File: config.mk
export PLATFORM = sky130hd
export DESIGN_NAME = divide
export DESIGN_NICKNAME = d
export VERILOG_FILES = /design/src/rtl/divide_pkg.sv /design/src/rtl/absolute.sv /design/src/rtl/div_step.sv /design/src/rtl/multiply_minus_one.sv /design/src/rtl/divide.sv
export SDC_FILE = /design/constraint.sdc
export NUM_CORES = 1
export LEC_CHECK = 0
export ABC_CLOCK_PERIOD_IN_PS = 5300
export CORE_ASPECT_RATIO = 2
export CORE_MARGIN = 3
export CORE_UTILIZATION = 40
export DETAILED_ROUTE_END_ITERATION = 8
export GPL_TIMING_DRIVEN = 0
export PLACE_DENSITY_LB_ADDON = 0.08
export SLEW_MARGIN = 5
export SYNTH_ARGS = -nofsm -noshare
export SYNTH_HDL_FRONTEND = slang
export SYNTH_SLANG_ARGS = --single-unit
File: constraint.sdc
create_clock -name clock -period 5.3 [get_ports clock]
set_clock_uncertainty 0.15 [all_clocks]
set_input_delay 0.53 -clock clock [delete_from_list [all_inputs] [get_ports clock]]
set_output_delay 0.53 -clock clock [all_outputs]
set_load 0.05 [all_outputs]
File: src/rtl/divide_pkg.sv
// Shared constants and state encoding for the sequential signed divider.
package divide_pkg;

  localparam int unsigned DATA_W = 16;
  localparam int unsigned ITERS  = 16;
  localparam int unsigned CNT_W  = 4;

  typedef enum logic [1:0] {
    IDLE = 2'b00,
    CALC = 2'b01,
    SIGN = 2'b10
  } state_e;

endpackage

File: src/rtl/absolute.sv
// 16-bit absolute value; |0x8000| stays 0x8000 and is read as unsigned 32768.
module absolute
  import divide_pkg::*;
(
  input  logic [DATA_W-1:0] a_i,
  output logic [DATA_W-1:0] y_o
);

  logic [DATA_W-1:0] neg_c;

  multiply_minus_one u_neg (
    .a_i (a_i),
    .y_o (neg_c)
  );

  assign y_o = a_i[DATA_W-1] ? neg_c : a_i;

endmodule

File: src/rtl/div_step.sv
// One restoring shift-subtract iteration on the {rem, quo} pair.
module div_step
  import divide_pkg::*;
(
  input  logic [DATA_W:0]   rem_i,
  input  logic [DATA_W-1:0] quo_i,
  input  logic [DATA_W-1:0] divisor_i,
  output logic [DATA_W:0]   rem_o,
  output logic [DATA_W-1:0] quo_o
);

  logic [DATA_W:0] shifted_c;
  logic [DATA_W:0] diff_c;
  logic            ge_c;
  logic            unused_rem_msb;

  // Partial remainder stays below |B| <= 32768, so its top bit never shifts out.
  assign unused_rem_msb = rem_i[DATA_W];

  // Shift in the next dividend bit, then subtract when it fits.
  always_comb begin
    shifted_c = {rem_i[DATA_W-1:0], quo_i[DATA_W-1]};
    diff_c    = shifted_c - {1'b0, divisor_i};
    ge_c      = (shifted_c >= {1'b0, divisor_i});
    rem_o     = ge_c ? diff_c : shifted_c;
    quo_o     = {quo_i[DATA_W-2:0], ge_c};
  end

endmodule

File: src/rtl/multiply_minus_one.sv
// Two's-complement negation of a 16-bit word (0x8000 maps to itself).
module multiply_minus_one
  import divide_pkg::*;
(
  input  logic [DATA_W-1:0] a_i,
  output logic [DATA_W-1:0] y_o
);

  assign y_o = ~a_i + DATA_W'(1);

endmodule

File: src/rtl/divide.sv
// Sequential signed 16-bit divider: magnitudes, 16 restoring steps, sign fix-up.
module divide
  import divide_pkg::*;
(
  input  logic              clock,
  input  logic              reset,
  input  logic              start,
  input  logic [DATA_W-1:0] A,
  input  logic [DATA_W-1:0] B,
  output logic              busy,
  output logic              done,
  output logic [DATA_W-1:0] Q,
  output logic [DATA_W-1:0] R,
  output logic              div_zero
);

  state_e            state_q, state_d;
  logic [CNT_W-1:0]  cnt_q, cnt_d;
  logic [DATA_W:0]   rem_q, rem_d;
  logic [DATA_W-1:0] quo_q, quo_d;
  logic [DATA_W-1:0] dvs_q, dvs_d;
  logic [DATA_W-1:0] a_q, a_d;
  logic              sign_a_q, sign_a_d;
  logic              sign_b_q, sign_b_d;
  logic              zero_q, zero_d;
  logic              busy_q, busy_d;
  logic              done_q, done_d;
  logic [DATA_W-1:0] q_q, q_d;
  logic [DATA_W-1:0] r_q, r_d;
  logic              dz_q, dz_d;

  logic [DATA_W-1:0] abs_a_c, abs_b_c;
  logic [DATA_W-1:0] quo_neg_c, rem_neg_c;
  logic [DATA_W:0]   step_rem_c;
  logic [DATA_W-1:0] step_quo_c;

  absolute u_abs_a (.a_i(A), .y_o(abs_a_c));
  absolute u_abs_b (.a_i(B), .y_o(abs_b_c));

  multiply_minus_one u_neg_quo (.a_i(quo_q),              .y_o(quo_neg_c));
  multiply_minus_one u_neg_rem (.a_i(rem_q[DATA_W-1:0]),  .y_o(rem_neg_c));

  div_step u_step (
    .rem_i     (rem_q),
    .quo_i     (quo_q),
    .divisor_i (dvs_q),
    .rem_o     (step_rem_c),
    .quo_o     (step_quo_c)
  );

  // Next-state, datapath and output register updates.
  always_comb begin
    state_d  = state_q;
    cnt_d    = cnt_q;
    rem_d    = rem_q;
    quo_d    = quo_q;
    dvs_d    = dvs_q;
    a_d      = a_q;
    sign_a_d = sign_a_q;
    sign_b_d = sign_b_q;
    zero_d   = zero_q;
    done_d   = 1'b0;
    q_d      = q_q;
    r_d      = r_q;
    dz_d     = dz_q;

    case (state_q)
      IDLE: begin
        if (start) begin
          sign_a_d = A[DATA_W-1];
          sign_b_d = B[DATA_W-1];
          quo_d    = abs_a_c;
          dvs_d    = abs_b_c;
          zero_d   = (B == '0);
          a_d      = A;
          rem_d    = '0;
          cnt_d    = '0;
          state_d  = CALC;
        end
      end
      CALC: begin
        rem_d = step_rem_c;
        quo_d = step_quo_c;
        cnt_d = cnt_q + CNT_W'(1);
        if (cnt_q == CNT_W'(ITERS - 1)) begin
          state_d = SIGN;
        end
      end
      SIGN: begin
        done_d = 1'b1;
        dz_d   = zero_q;
        if (zero_q) begin
          q_d = '0;
          r_d = a_q;
        end else begin
          q_d = (sign_a_q ^ sign_b_q) ? quo_neg_c : quo_q;
          r_d = sign_a_q ? rem_neg_c : rem_q[DATA_W-1:0];
        end
        state_d = IDLE;
      end
      default: state_d = IDLE;
    endcase

    busy_d = (state_d == CALC) || (state_d == SIGN);
  end

  // State and output registers with asynchronous abort.
  always_ff @(posedge clock or posedge reset) begin
    if (reset) begin
      state_q  <= IDLE;
      cnt_q    <= '0;
      rem_q    <= '0;
      quo_q    <= '0;
      dvs_q    <= '0;
      a_q      <= '0;
      sign_a_q <= 1'b0;
      sign_b_q <= 1'b0;
      zero_q   <= 1'b0;
      busy_q   <= 1'b0;
      done_q   <= 1'b0;
      q_q      <= '0;
      r_q      <= '0;
      dz_q     <= 1'b0;
    end else begin
      state_q  <= state_d;
      cnt_q    <= cnt_d;
      rem_q    <= rem_d;
      quo_q    <= quo_d;
      dvs_q    <= dvs_d;
      a_q      <= a_d;
      sign_a_q <= sign_a_d;
      sign_b_q <= sign_b_d;
      zero_q   <= zero_d;
      busy_q   <= busy_d;
      done_q   <= done_d;
      q_q      <= q_d;
      r_q      <= r_d;
      dz_q     <= dz_d;
    end
  end

  assign busy     = busy_q;
  assign done     = done_q;
  assign Q        = q_q;
  assign R        = r_q;
  assign div_zero = dz_q;

endmodule

# --- Word level (Yosys, flattened, before mapping) ---
# Cells that the tools add are included.
classes:
  addsub: 6
  shift: 0
  n_reduce_logical: 6
  muxes: 17
  n_div: 0
  bitwise: 5
  multipliers: 0
  order_cmp: 1
  eq_ne: 6
op_table:
  columns: ["cell", "n"]
  rows:
  - ["16-bit 2-to-1 mux", 9]
  - ["16-bit by 1-bit adder with 16-bit output, second input constant", 4]
  - ["16-bit NOT", 4]
  - ["16-bit one-hot mux with 2 select lines", 2]
  - ["17-bit by 16-bit >= comparator with 1-bit output", 1]
  - ["16-bit logical NOT", 1]
  - ["16-bit subtractor", 1]
  - ["4-bit one-hot mux with 2 select lines", 1]
  - ["4-bit by 1-bit adder with 4-bit output, second input constant", 1]
  - ["2-bit by 1-bit == test with 1-bit output, second input constant", 2]
  - ["2-bit == test, second input constant", 2]
  - ["4-bit == test, second input constant", 1]
  - ["2-bit 2-to-1 mux", 2]
  - ["4-bit 2-to-1 mux", 1]
  - ["2-bit one-hot mux with 2 select lines", 1]
  - ["2-bit AND reduction", 2]
  - ["2-bit logical NOT", 1]
  - ["2-bit != test, second input constant", 1]
  - ["2-bit nonzero test", 1]
  - ["1-bit logical OR", 1]
  - ["1-bit 2-to-1 mux", 1]
  - ["1-bit bitwise XOR", 1]
word_totals:
  rom_bits: 0
  regBits: 108
  ram_bits: 0
  mem_count: 0
  out_inout_bits: 35
  input_bits: 35
  latchBits: 0

# --- Depth between registers and ports, before layout ---
logic_depth:
  word_depth: 5
  depth_mapped: 11
  depth_no_buf: 11

# --- By module ---
# From an unflattened synthesis, not the netlist that was laid out.
unflattened:
  cells_unflattened: 725
  area_unflattened_um2: 7672.4
by_module_without_submodules:
  columns: ["mod", "cells_per_inst", "seq_area_each_um2", "instances", "area_each_um2"]
  rows:
  - ["divide", 377, 2702.6, 1, 4758.3]
  - ["div_step", 164, 0.0, 1, 1249.9]
  - ["multiply_minus_one", 37, 0.0, 4, 295.3]
  - ["absolute", 18, 0.0, 2, 241.5]

# --- Least setup slack after synthesis ---
# OpenSTA, ideal clock, no wires.
synth_timing:
  kind: "flip-flop to flip-flop"
  startpoint: "reg quo_q[15]"
  endpoint: "reg rem_q[12]"
  arrival_time_ns: 2.247
  path_buffers: 0
  period_less_slack_ns: 2.526
  slack_ns: 2.774
  stages_incl_launch_ff: 12
  cell_sequence: "dfrtp_1 inv_1 ha_1 inv_1 fa_1 a211oi_1 nor2_1 o31ai_1 o21ai_0 a31oi_1 xor2_1 o21ai_0"
synth_between:
  elab_chain_cells: 3
  word_cells_on_any_way: 4
synth_lines:
  columns: ["element", "line", "source"]
  rows:
  - ["start, declared", "divide.sv:20", "logic [DATA_W-1:0] quo_q, quo_d;"]
  - ["start signal, assigned", "divide.sv:128", "quo_q <= quo_d;"]
  - ["16-bit subtractor / 17-bit by 16-bit >= comparator with 1-bit output (equally long branches)", "div_step.sv:23, div_step.sv:24", null]
  - ["16-bit 2-to-1 mux *", "div_step.sv:25", "rem_o = ge_c ? diff_c : shifted_c;"]
  - ["16-bit one-hot mux with 2 select lines *", "divide.sv:67", "case (state_q)"]
  - ["end signal, assigned", "divide.sv:127", "rem_q <= rem_d;"]
  - ["end, declared", "divide.sv:19", "logic [DATA_W:0] rem_q, rem_d;"]
# Mark *: on every way between the ends. The rest lies on a longest branch, timed or not.
# A chain may end at the register's enable or synchronous reset.

# --- Final worst setup path ---
# Ends and elaborated chain as after synthesis.

==> out/qor.txt <==
Synthesized area: 6290 um2
Cts hold-fix bufs: 0
Diodes inserted: 0
P per Cell Area: 649 nW/um2
Vias per Instance: 5.47
First-pass GRT wire length: 29.5 mm
FP Rows: 64
DIE AREA: 17400 um2
Crit-path cells: inv_1 > ha_1 > inv_1 > fa_1 > a211oi_1 > nor2_1 > o31ai_1 > o21ai_0 > a31oi_1 > xor2_1 > o21ai_0
EDFF count, synth: 0
Max Fclk: 320 MHz
Area of the core: 15400 um2
Post-DRT Antenna Nets: 0
Initial cell density of the core: 40.9%
Final setup viols: 0
Residual DRC count: 0
Synthesized Nets: 756
FF+latch count, synth: 107
Met3 usage: 2.63%
# clock sinks: 107
Synth Instances: 699
Status: complete, no violations
CTS H-tree lvls: 3
Initial antenna violation count: 0
Tot GR Track Use: 22.8%
Gp weighted congestion: 0.897
Remaining global-route overflow: 0
WS Path Type: flip-flop to flip-flop
GR Layer Usage met1: 21.6%
Final Power: 4.86 mW
Synth async-reset ratio: 100%
Vias in the first global route: 5526
Final Core Density: 48.8%
Drt first-iter violations: 142
First drt pass iteration count: 4
Die Height: 183 um
TritonCTS clock tree: done
Routed WL: 19.0 mm
Area Growth Syn to Fin: 19.3%
Clock transition at path regs: 70 ps
Layout cells sized above 1: 4.99%
CTS root buffer: clkbuf_16
Worst skew pair latency: 350 ps
Max Slew Vio Count: 0
Number of synthesis warnings: 0
CP required: 5380 ps
Crit-path max FO: 4
Worst Path Arrival: 3200 ps
Register area share after synthesis: 42.6%
Busiest grt layer: met2
Final Net Count: 835
Port Buffers: 67
Period utilisation layout: 58.9%
Period minus WS final: 3120 ps
Slowest cell on the critical path: o31ai_1
WL/cell: 19.4 um
CP Capture Type: flip-flop
Slew margin rel.: 50.2%
Peak supply drop: 282 uV
Max clock buf depth: 2
Max cap viols: 0
Hold Path Class: flip-flop to flip-flop
TritonCTS Buffers: 9
Avg Inst Size Synth: 9.00 um2
Distinct cells, synth: 51
Unrepaired setup endpoints after global routing: false
Worst-Margin Slew: 747 ps
Die span in x: 94.7 um
TNS Setup: 0 ps
Largest net degree at the start of global routing: 58
Top_reg_cell synth: dfrtp_1
CTS resizes: 0
Post-CTS Setup Repair Bufs: 0
Vias: 5362
Pleak: 3.22 nW
Placed wire-length estimate: 15.4 mm
Final Hold Viols: 0
CP max stage delay: 550 ps
IO Pins: 70
Setup crit start kind: flip-flop
M2 GR Usage: 43.8%
registers in the layout (all words and copies together) (netlist names):
register	count
busy	1
zero_q	1
sign_b_q	1
done	1
a_q	16
Q	16
quo_q	16
rem_q	16
state_q	2
R	16
cnt_q	4
div_zero	1
dvs_q	16
report_power, final:
part | internal (mW) | switching (mW)
Sequential | 1.14 | 0.311
Combinational | 1.13 | 1.66
Clock | 0.329 | 0.291
Total | 2.60 | 2.26
cells by family (layout without fill, tap and decap cells):
| group | after synthesis | count (layout) | synth area share (%) |
|---|---|---|---|
| multiplexers | 32 | 32 | 5.39 |
| AND/OR/NAND/NOR | 212 | 212 | 14.8 |
| AO/OA/AOI/OAI | 190 | 190 | 18.6 |
| adder cells (fa/ha/maj) | 22 | 22 | 4.50 |
| XOR/XNOR | 67 | 67 | 9.33 |
| flip-flops | 107 | 107 | 42.6 |
| buffers and inverters | 69 | 152 | 4.78 |
worst max-delay path, delay by kind of cell (launching register included):
family,cells,cell delay [ps]
AOI/OAI and AO/OA,5,1400
adders and majority gates,2,610
DFF,1,380
buffers and inverters,2,200
xor gates and xnor gates,1,170
and+or+nand+nor,1,110
stage by stage:
stage | setup slack [ps] | area, um2 | cells | hold slack (ps)
final | 2180 | 7500 | 980 | 327
after global routing | 2020 | 7500 | 980 | 353
after detailed placement | 2200 | 7240 | 965 | 319
after CTS | 2200 | 7500 | 980 | 334
after global placement | 158 | 7210 | 964 | 314
after floorplan | 1800 | 6290 | 699 | 299
metal layers:
metal / share of wire (%) / up-vias / routed length, um
met1: 34 / 2547 / 6480
li1: - / 2605 / -
met4: 7.2 / 0 / 1370
met3: 3.4 / 60 / 640
met5: 0 / - / 0
met2: 55 / 150 / 10500
placed cells by master (no fill, tap or decap), drive strengths merged, types with 3 or more instances in the layout:
cell / synthesis / routed
dfrtp: 107 / 107
o221ai: 3 / 3
a22oi: 11 / 11
o41ai: 5 / 5
nand3: 19 / 19
xor2: 43 / 43
nor3: 7 / 7
nor2: 39 / 39
clkdlybuf4s50: 0 / 67
ha: 21 / 21
o21a: 5 / 5
mux2i: 17 / 17
nand2b: 8 / 8
inv: 32 / 32
o211ai: 3 / 3
or2: 5 / 5
a21o: 5 / 5
xnor2: 24 / 24
a2bb2oi: 4 / 4
a211oi: 3 / 3
buf: 5 / 6
clkbuf: 31 / 44
a21oi: 23 / 23
nand4: 4 / 4
mux2: 15 / 15
nor4: 3 / 3
o31ai: 27 / 27
o21ai: 87 / 87
o22ai: 3 / 3
nor2b: 4 / 4
nand2: 112 / 112
or3: 7 / 7
path summary, 6_finish.rpt:
check,start,to,slack [ps],depth (start not counted)
worst max-delay path,quo_q[15]$_DFFE_PP0P_,rem_q[12]$_DFFE_PP0P_,2180,11
worst min-delay path,Q[7]$_DFFE_PP0P_,Q[7]$_DFFE_PP0P_,330,2
worst max register to register,quo_q[15]$_DFFE_PP0P_,rem_q[12]$_DFFE_PP0P_,2180,11
worst min register to register,Q[7]$_DFFE_PP0P_,Q[7]$_DFFE_PP0P_,330,2
max in group asynchronous,reset,quo_q[10]$_DFFE_PP0P_,3750,3
min in group asynchronous,reset,done$_DFF_PP0_,510,2
cells in the mapped netlist, types with 3 or more instances:
cell type	count	share of area, %
dfrtp_1	107	43
o211ai_1	3	0.36
mux2_2	15	2.7
o221ai_1	3	0.42
or2_2	4	0.40
ha_1	21	4.2
nor2b_1	4	0.40
o21ai_0	84	6.7
o22ai_1	3	0.30
inv_1	32	1.9
xor2_1	43	6.0
o31ai_1	27	3.2
a21o_1	5	0.60
a21oi_1	23	1.8
a22oi_1	11	1.3
nand2b_1	8	0.80
nand3_1	19	1.5
clkbuf_1	31	1.9
mux2i_1	17	2.7
a2bb2oi_1	4	0.56
or3_1	7	0.70
o41ai_1	5	0.70
nor3_1	7	0.56
xnor2_1	24	3.3
nand4_1	4	0.40
o21ai_1	3	0.24
nand2_1	112	6.7
o21a_1	5	0.60
a211oi_1	3	0.36
nor2_1	39	2.3
area by class of cell:
class / instances / area, um2
Buffer: 37 / 180
Sequential cell: 107 / 2680
Clock buffer: 13 / 250
Clock inverter: 2 / 12.5
Timing Repair Buffer: 68 / 698
Tap cell: 198 / 248
Multi-Input combinational cell: 523 / 3310
Inverter: 32 / 123
Fill cell: 1505 / 7880
Note: power is estimated with default switching activity, not from simulation.
